--- config.mk ---
export PLATFORM = sky130hd
export DESIGN_NAME = write_back_unit
export DESIGN_NICKNAME = d
export VERILOG_FILES = /design/src/rtl/write_back_unit.sv
export SDC_FILE = /design/constraint.sdc
export NUM_CORES = 1
export LEC_CHECK = 0
export CORE_UTILIZATION = 47
export DETAILED_ROUTE_END_ITERATION = 12
export PLACE_DENSITY = 0.82
export SLEW_MARGIN = 30
export SYNTH_ARGS = -nofsm -noshare
export SYNTH_HDL_FRONTEND = slang
export SYNTH_SLANG_ARGS = --single-unit
--- constraint.sdc ---
create_clock -name clk -period 4.5 [get_ports clk]
set_input_delay 0.45 -clock clk [delete_from_list [all_inputs] [get_ports clk]]
set_output_delay 0.45 -clock clk [all_outputs]
set_load 0.02 [all_outputs]
--- src/rtl/write_back_unit.sv ---
// write_back_unit
//
// Buffered write-back stage between the memory stage and the register-file
// write port. Each retiring instruction arrives over a valid/ready handshake.
// The unit picks the write-back value: the return address, the ALU/memory
// result, or an aligned and extended load. Instructions that write a real
// register are queued in a small circular FIFO, and the FIFO head is retired
// whenever the register file grants the write port.
//
// Optional feature macro: WB_FORWARD_EN
//   defined   - queued entries are forwarded to the two decode operand ports
//   undefined - no comparators; fwd_hit*/fwd_data* are tied to 0
//
// Encodings:
//   in_wb_ctrl (write_back_op_t): 2'd0 NO_WRITE_BACK, 2'd1 WRITE_BACK_PC,
//                                 2'd2 WRITE_BACK_OUT, 2'd3 treated as no write
//   reg_op (reg_file_op_t):       1'b0 NO_REG_DATA, 1'b1 WRITE_REG_DATA
//
// Ports:
//   clk, rst_n                   clock, async active-low reset
//   in_valid / in_ready          accept handshake (in_ready = !full)
//   in_pc_4, in_mem_out          candidate write-back values
//   in_wb_ctrl, in_is_load       value select
//   in_funct3, in_byte_off       load size/sign and byte offset
//   in_rd                        destination register (x0 is dropped)
//   reg_op, reg_rd,
//   reg_write_data               register-file write request (queue head)
//   rf_grant                     register file consumes the head this cycle
//   fwd_rs1/2 -> fwd_hit1/2,
//   fwd_data1/2                  youngest queued value for a source register
//   count                        queue occupancy
module write_back_unit #(
    parameter int XLEN    = 32,
    parameter int DEPTH   = 2,
    parameter int RADDR_W = 5
) (
    input  logic                      clk,
    input  logic                      rst_n,
    input  logic                      in_valid,
    output logic                      in_ready,
    input  logic [XLEN-1:0]           in_pc_4,
    input  logic [XLEN-1:0]           in_mem_out,
    input  logic [1:0]                in_wb_ctrl,
    input  logic                      in_is_load,
    input  logic [2:0]                in_funct3,
    input  logic [$clog2(XLEN/8)-1:0] in_byte_off,
    input  logic [RADDR_W-1:0]        in_rd,
    output logic                      reg_op,
    output logic [RADDR_W-1:0]        reg_rd,
    output logic [XLEN-1:0]           reg_write_data,
    input  logic                      rf_grant,
    input  logic [RADDR_W-1:0]        fwd_rs1,
    input  logic [RADDR_W-1:0]        fwd_rs2,
    output logic                      fwd_hit1,
    output logic                      fwd_hit2,
    output logic [XLEN-1:0]           fwd_data1,
    output logic [XLEN-1:0]           fwd_data2,
    output logic [$clog2(DEPTH):0]    count
);

    localparam int PTR_W = $clog2(DEPTH);
    localparam int CNT_W = PTR_W + 1;

    localparam logic [1:0] WRITE_BACK_PC  = 2'd1;
    localparam logic [1:0] WRITE_BACK_OUT = 2'd2;

    localparam logic NO_REG_DATA    = 1'b0;
    localparam logic WRITE_REG_DATA = 1'b1;

    logic [PTR_W-1:0]   rptr_q, rptr_d;
    logic [PTR_W-1:0]   wptr_q, wptr_d;
    logic [CNT_W-1:0]   count_q, count_d;
    logic [XLEN-1:0]    mem_data_q [DEPTH];
    logic [RADDR_W-1:0] mem_rd_q   [DEPTH];

    logic               nonempty;
    logic               push;
    logic               pop;
    logic               wr_en;
    logic [XLEN-1:0]    wb_val;
    logic [XLEN-1:0]    shifted;
    logic [XLEN-1:0]    sext_w;
    logic [XLEN-1:0]    load_val;

    // ------------------------------------------------------------------
    // Load alignment. A misaligned offset is not trapped; the shifted
    // data is used as-is.
    // ------------------------------------------------------------------
    assign shifted = in_mem_out >> {in_byte_off, 3'b000};
    assign sext_w  = XLEN'(signed'(shifted[31:0]));

    always_comb begin
        load_val = sext_w;
        case (in_funct3)
            3'b000:  load_val = XLEN'(signed'(shifted[7:0]));
            3'b001:  load_val = XLEN'(signed'(shifted[15:0]));
            3'b010:  load_val = sext_w;
            3'b011:  load_val = (XLEN == 64) ? shifted : sext_w;
            3'b100:  load_val = XLEN'(shifted[7:0]);
            3'b101:  load_val = XLEN'(shifted[15:0]);
            3'b110:  load_val = XLEN'(shifted[31:0]);
            default: load_val = in_mem_out;
        endcase
    end

    always_comb begin
        wr_en  = 1'b0;
        wb_val = '0;
        case (in_wb_ctrl)
            WRITE_BACK_PC: begin
                wr_en  = 1'b1;
                wb_val = in_pc_4;
            end
            WRITE_BACK_OUT: begin
                wr_en  = 1'b1;
                wb_val = in_is_load ? load_val : in_mem_out;
            end
            default: ;
        endcase
    end

    // ------------------------------------------------------------------
    // Queue control. in_ready comes only from the registered count, so a
    // slot freed by rf_grant becomes usable one cycle later.
    // ------------------------------------------------------------------
    assign nonempty = (count_q != '0);
    assign in_ready = (count_q != CNT_W'(DEPTH));

    // Writes to x0, and instructions with no write-back, are consumed
    // without being enqueued.
    assign push = in_valid && in_ready && wr_en && (in_rd != '0);
    assign pop  = rf_grant && nonempty;

    always_comb begin
        rptr_d  = rptr_q;
        wptr_d  = wptr_q;
        count_d = count_q;
        if (push) begin
            wptr_d = wptr_q + PTR_W'(1);
        end
        if (pop) begin
            rptr_d = rptr_q + PTR_W'(1);
        end
        case ({push, pop})
            2'b10:   count_d = count_q + CNT_W'(1);
            2'b01:   count_d = count_q - CNT_W'(1);
            default: count_d = count_q;
        endcase
    end

    always_ff @(posedge clk or negedge rst_n) begin
        if (!rst_n) begin
            rptr_q  <= '0;
            wptr_q  <= '0;
            count_q <= '0;
        end else begin
            rptr_q  <= rptr_d;
            wptr_q  <= wptr_d;
            count_q <= count_d;
        end
    end

    // The storage itself is not reset: every reader is qualified by
    // count_q, so clearing the count is enough to invalidate it.
    always_ff @(posedge clk) begin
        if (push) begin
            mem_data_q[wptr_q] <= wb_val;
            mem_rd_q[wptr_q]   <= in_rd;
        end
    end

    assign reg_op         = nonempty ? WRITE_REG_DATA : NO_REG_DATA;
    assign reg_rd         = nonempty ? mem_rd_q[rptr_q] : '0;
    assign reg_write_data = nonempty ? mem_data_q[rptr_q] : '0;
    assign count          = count_q;

    // ------------------------------------------------------------------
    // Forwarding. The loop walks from oldest to youngest, so a later
    // match overrides an earlier one. An entry being accepted this cycle
    // is not yet in the queue. An entry being popped this cycle is still
    // counted, so it remains visible.
    // ------------------------------------------------------------------
`ifdef WB_FORWARD_EN
    always_comb begin
        logic [PTR_W-1:0] idx;
        fwd_hit1  = 1'b0;
        fwd_hit2  = 1'b0;
        fwd_data1 = '0;
        fwd_data2 = '0;
        idx       = '0;
        for (int k = 0; k < DEPTH; k++) begin
            idx = rptr_q + PTR_W'(k);
            if (CNT_W'(k) < count_q) begin
                if ((fwd_rs1 != '0) && (mem_rd_q[idx] == fwd_rs1)) begin
                    fwd_hit1  = 1'b1;
                    fwd_data1 = mem_data_q[idx];
                end
                if ((fwd_rs2 != '0) && (mem_rd_q[idx] == fwd_rs2)) begin
                    fwd_hit2  = 1'b1;
                    fwd_data2 = mem_data_q[idx];
                end
            end
        end
    end
`else
    logic unused_fwd;
    assign unused_fwd = ^{fwd_rs1, fwd_rs2};
    assign fwd_hit1   = 1'b0;
    assign fwd_hit2   = 1'b0;
    assign fwd_data1  = '0;
    assign fwd_data2  = '0;
`endif

endmodule

==> results.json, run 1 <==
{
  "max-vdd-ir-drop_uv": 357,
  "cap_violations": 0,
  "drc": 0,
  "p_sw_share_pct": 37.2,
  "p_int_uw": 1770,
  "vias": 3856,
  "die_w_um": 104,
  "grt_pass1_wl_um": 18600,
  "finalCriticalPeriod_ps": 2960,
  "cts_buffer_depth": 2,
  "io_pins": 198,
  "drv_slew": 0,
  "p_clk_share_pct": 17.3,
  "power.density_nw_per_um2": 458,
  "max_slew_margin_pct": 35.2,
  "post_cts_resized": 0,
  "coreArea_um2": 9910,
  "top_layer": "met4",
  "synth_cell_types": 43,
  "synth_area_leaders": "edfxtp_1, buf_4, mux2i_1",
  "r2r_start": "count[0]",
  "tightest_slew_ps": 964,
  "pre_cts_ws_ps": 1300,
  "drtIter0Drc": 317,
  "via_per_inst": 5.51,
  "wire_per_inst_um": 17.3,
  "dp_hpwl_um": 8920,
  "cts_made_buffers": 9,
  "p_sw_uw": 1050,
  "postRouteAntennaNets": 0,
  "status": "finished, final reports clean",
  "wl_um": 12100,
  "ctsHtreeMaxLevel": 3,
  "gr-total-overflow": 0,
  "p_leak_uw": 0.00235,
  "synth-edff-count": 74,
  "clkSinkCount": 78,
  "critPathRequiredTime_ps": 4570,
  "cts_tree": "done",
  "clk_pin_slew_ps": 70,
  "rsz0062_at_grt": "false",
  "grt_usage_pct": 22.4,
  "crit_path_end_kind": "register",
  "tns_ps": 0,
  "hp-class": "input port to asynchronous set/reset pin",
  "reg2regPathDepth": 4,
  "diodes": 0,
  "power_frac_seq_pct": 37.0,
  "gp_congestion": 0.942,
  "ys_ff_latch": 78,
  "area_delta_synth_final_pct": 25.9,
  "cts_root_buffer": "clkbuf_8",
  "finClkSkew_ps": 5.59,
  "postCtsHoldBufs": 0,
  "num-fill-cells": 809,
  "grt_max_degree": 39,
  "avgSynthCellArea_um2": 10.7,
  "start_util_pct": 49.3,
  "nNetsFinal": 657,
  "clock_latency_ps": 350,
  "fmax_ghz": 0.338,
  "antenna_found_initial": 0,
  "timing.rr.end": "mem_data_q[0][2]",
  "finalHoldViolations": 0,
  "fin_crit_sh_pct": 65.8,
  "drt-met1-wl_um": 4880,
  "setup_viol": 0,
  "ys_seq_area_share_pct": 47.6,
  "post_cts_buffers": 0,
  "met2_length_um": 5820,
  "fin_ws_ps": 1540,
  "critPathArrivalTime_ps": 3030,
  "synthesis.area_um2": 4880,
  "syn_inst": 455,
  "grt_pass1_vias": 3598,
  "die_y_um": 104,
  "drive_gt1_share_pct": 6.17,
  "synth_top_flop_cell": "edfxtp_1",
  "startpoint_type": "input port",
  "die-area_um2": 10800,
  "synth_top_area_cell": "edfxtp_1",
  "cp_max_fo": 17,
  "ys_warn_count": 0,
  "finalPower_uw": 2810,
  "power_frac_comb_pct": 45.7,
  "dr.pass1.iters": 6,
  "worstSetupPathType": "input port to register",
  "fin_area_um2": 6150,
  "wl_met3_um": 981,
  "synthArstFlopShare_pct": 5.13,
  "yosys.area.top_type_share_pct": 45.5,
  "post_dp_cell_area_um2": 5960,
  "io_buffers": 121,
  "r2r_setup_slack_ps": 2330,
  "rows": 36
}
-- cells in the mapped netlist (2+ instances only) --
cell type   n
edfxtp_1   74
buf_4      66
mux2i_1    48
nor2_1     47
nand2_1    27
a21oi_1    24
clkbuf_1   21
a221oi_1   16
o21ai_0    16
a2bb2oi_1   9
nand2b_1    9
a221o_1     8
a22oi_1     8
buf_2       8
mux2_2      7
o2bb2ai_1   7
a311o_1     6
inv_1       6
nor4_1      6
o31ai_1     6
dfrtp_1     4
ha_1        3
xnor2_1     3
and3_1      2
buf_1       2
nand3_1     2
nor2b_1     2
nor3_1      2
xor2_1      2
-- layer usage --
metal  up-vias  track usage, %
met3        38            3.20
li1       1777               -
met1      1788            29.0
met4         0            11.6
met5         -               0
met2       253            36.5
-- cell type report --
| cell class | instances | area, um^2 | area share (%) |
|---|---|---|---|
| clock buffers | 10 | 128 | 2.08 |
| clock inverters | 5 | 51.3 | 0.835 |
| well taps | 133 | 166 | 2.71 |
| repair buffers | 130 | 1280 | 20.8 |
| flip-flops and latches | 78 | 2330 | 37.8 |
| multi-input cells | 337 | 2170 | 35.3 |
| inverters | 7 | 26.3 | 0.427 |
-- metrics by stage --
stage | util (%) | hold slack (ps) | std cells
floorplan | - | 154 | 520
global placement | 60.2 | 529 | 685
detailed placement | 60.2 | 556 | 685
CTS | 62.0 | 311 | 700
global route | 62.0 | 324 | 700
finish | 62.0 | 312 | 700
-- kinds of logic after synthesis --
kind of cell | synth area share (%)
xor+xnor | 0.897
other cells | 0.0768
simple gates | 9.63
fa+ha+maj | 0.769
compound gates | 15.7
flops | 47.6
mux | 11.9
buf+inv | 13.5
-- how the worst max path moves through the flow --
| stage | start | to | slack, ps |
|---|---|---|---|
| final | in_byte_off[1] | mem_data_q[1][15] | 1540 |
| after floorplan | in_wb_ctrl[0] | mem_data_q[0][0] | 1250 |
| after CTS | in_byte_off[1] | mem_data_q[1][15] | 1660 |
| after global routing | in_byte_off[1] | mem_data_q[1][15] | 1360 |
| after detailed placement | in_byte_off[1] | mem_data_q[0][15] | 1300 |
| after global placement | in_wb_ctrl[0] | mem_data_q[0][7] | 1400 |
-- power by group through the flow --
stage          clock network, uW  registers, uW  logic, uW
2_1_floorplan                  0            971        837
3_3_place_gp                   0           1050       1270
3_5_place_dp                   0           1060       1290
4_1_cts                      495           1040       1290
5_1_grt                      526           1050       1360
6_report                     487           1040       1280
-- critical path: stages --
cell,delay (ps)
clkdlybuf4s50_1,460
buf_4,200
clkinv_1,410
mux2i_1,740
a221oi_1,170
a221oi_1,600
-- cells in the final DEF, fill, tap and decap left out, drive strengths merged, types with 10 or more instances in the layout --
cell	instances
a21oi	24
a221oi	16
clkbuf	10
clkdlybuf4s50	121
conb	66
edfxtp	74
mux2i	48
nand2	27
nor2	47
o21ai	16
-- flip-flops by register name (all words and copies together) (netlist names) --
signal	count
count	2
mem_data_q	64
mem_rd_q	10
rptr_q	1
wptr_q	1
Power figures use the tool's default switching activity.
==> inputs of run 2 (changes only) <==
Settings changed: CORE_UTILIZATION 47 to 40, PLACE_DENSITY 0.82 to 0.74.
Clock period 4.5 ns to 2.55 ns, I/O delays scaled along.
==> run 2 against run 1 <==
  * Clock power rose to 2.6 times the previous value
  * Worst hold slack worse by 180 ps
  * Critical path depth is the same
  * Total power grew 95%
==> results.json, run 2 (synthesis gave the netlist of run 1 again) <==
{
  "status": "finished, final reports clean",
  "clkSinkCount": 78,
  "cp_max_fo": 26,
  "power.density_nw_per_um2": 850,
  "met2_length_um": 6040,
  "crit_slowest_cell": "clkdlybuf4s50_1",
  "clk_pin_slew_ps": 60,
  "gr-total-overflow": 0,
  "grt_usage_pct": 19.9,
  "regMostFlops": "mem_data_q",
  "critPathRequiredTime_ps": 2620,
  "cap_violations": 0,
  "die-area_um2": 12700,
  "tns_ps": 0,
  "power_frac_seq_pct": 30.6,
  "final_common_cell": "clkdlybuf4s50_1",
  "fin_crit_sh_pct": 84.8,
  "power_frac_comb_pct": 46.1,
  "fin_ws_ps": 387,
  "drt-met1-wl_um": 5310,
  "dp_hpwl_um": 9400,
  "dp_cells": 714,
  "fmax_ghz": 0.462,
  "p_sw_share_pct": 35.5,
  "post_dp_cell_area_um2": 6170,
  "crit_path_end_kind": "register",
  "finalHoldViolations": 0,
  "max_slew_margin_pct": 56.5,
  "drv_slew": 0,
  "finalCriticalPeriod_ps": 2160,
  "dr.pass1.iters": 6,
  "cts_made_buffers": 9,
  "p_leak_uw": 0.00250,
  "hp-class": "input port to asynchronous set/reset pin",
  "max-vdd-ir-drop_uv": 391,
  "cp_cell_sequence": "clkdlybuf4s50_1, buf_4, mux2_2, nor4_1, a311o_1, o21ai_0",
  "cts_tree": "done",
  "utilization_pct": 55.5,
  "p_clk_share_pct": 23.2,
  "layout.area.seq_um2": 2320,
  "num-fill-cells": 1012,
  "postRouteAntennaNets": 0,
  "fin_cells": 730,
  "critical-path-top-delay-family": "buffers and inverters",
  "rows": 39,
  "wire_per_inst_um": 17.4,
  "wl_met3_um": 977,
  "cts_buffer_depth": 2,
  "startpoint_type": "input port",
  "start_util_pct": 41.9,
  "largest_reg_flops": 64,
  "nNetsFinal": 676,
  "via_per_inst": 5.37,
  "multiInputGateArea_um2": 2170,
  "wl_um": 12700,
  "grt_pass1_wl_um": 19000,
  "drive_gt1_share_pct": 9.71,
  "pre_cts_ws_ps": 116,
  "die_w_um": 112,
  "io_buffers": 121,
  "post_cts_buffers": 0,
  "worstSetupPathType": "input port to register",
  "postCtsHoldBufs": 0,
  "setup_viol": 0,
  "post_cts_resized": 0,
  "antenna_found_initial": 0,
  "grt_max_degree": 38,
  "coreArea_um2": 11700,
  "area_delta_synth_final_pct": 32.4,
  "grt_pass1_vias": 3671,
  "ctsHtreeMaxLevel": 3,
  "finClkSkew_ps": 6.88,
  "max_stage_delay_ps": 650,
  "clock_latency_ps": 330,
  "vias": 3919,
  "top_layer": "met4",
  "critPathArrivalTime_ps": 2230,
  "diodes": 0,
  "cts_root_buffer": "clkbuf_16",
  "tightest_slew_ps": 652,
  "fin_area_um2": 6470,
  "die_y_um": 112,
  "final_cell_mix": "clkdlybuf4s50_1, edfxtp_1, conb_1, mux2i_1, nor2_1",
  "rsz0062_at_grt": "false",
  "p_int_uw": 3550,
  "drtIter0Drc": 291,
  "gp_congestion": 0.901,
  "drc": 0,
  "p_sw_uw": 1950,
  "critPathBufInv": 2,
  "io_pins": 198
}
-- run 2: changes by cell type in the layout (fill, tap and decap cells not counted), sizes merged --
cell      previous run  this run
clkbuf              10        11
buf                  9        28
inv                  6         7
clkinvlp             0         2
clkinv               5         2
-- run 2: routing by layer --
metal | vias up | track usage, %
li1 | 1821 | -
met1 | 1844 | 25.2
met2 | 222 | 32.8
met3 | 32 | 3.29
met4 | 0 | 10.2
met5 | - | 0
-- run 2: final cells by class --
cell class	count	area share, %
clock buffer	11	3.75
clock inverter	5	0.909
sequential	78	35.9
timing repair buffer	149	22.8
multi-input combinational	337	33.5
tap	143	2.77
inverter	7	0.406
-- run 2: power groups by stage --
| stage | combinational [uW] | clock [uW] | sequential (uW) |
|---|---|---|---|
| 2_1_floorplan | 1480 | 0 | 1710 |
| 3_3_place_gp | 2530 | 0 | 1700 |
| 3_5_place_dp | 2560 | 0 | 1710 |
| 4_1_cts | 2570 | 1290 | 1690 |
| 5_1_grt | 2720 | 1350 | 1700 |
| 6_report | 2540 | 1280 | 1680 |
-- run 2: through the flow --
stage | hold slack (ps) | power (uW)
after global routing | 141 | 5770
after floorplan | -40.6 | 3190
after CTS | 119 | 5550
final | 129 | 5500
after global placement | 475 | 4230
after detailed placement | 473 | 4270
-- run 2: worst reg2reg max path, cell delays in order (launching register included) --
cell and delay, ps:
dfrtp_1 440, nor2_2 140, buf_4 200, inv_1 60, and2_1 180, ha_1 310
nor2_1 150, xor2_1 170
-- run 2: path summary, 6_finish.rpt --
check                                    to            from  cells past startpoint  slack (ps)
max reg2reg                        count[1]        count[0]                      7         810
min reg2reg                        count[1]        count[1]                      1         560
min in group clk             mem_rd_q[1][1]        in_rd[1]                      1         540
min                                count[0]           rst_n                      1         130
max in group asynchronous            rptr_q           rst_n                      1        2230
max                        mem_data_q[1][2]  in_byte_off[0]                      6         390
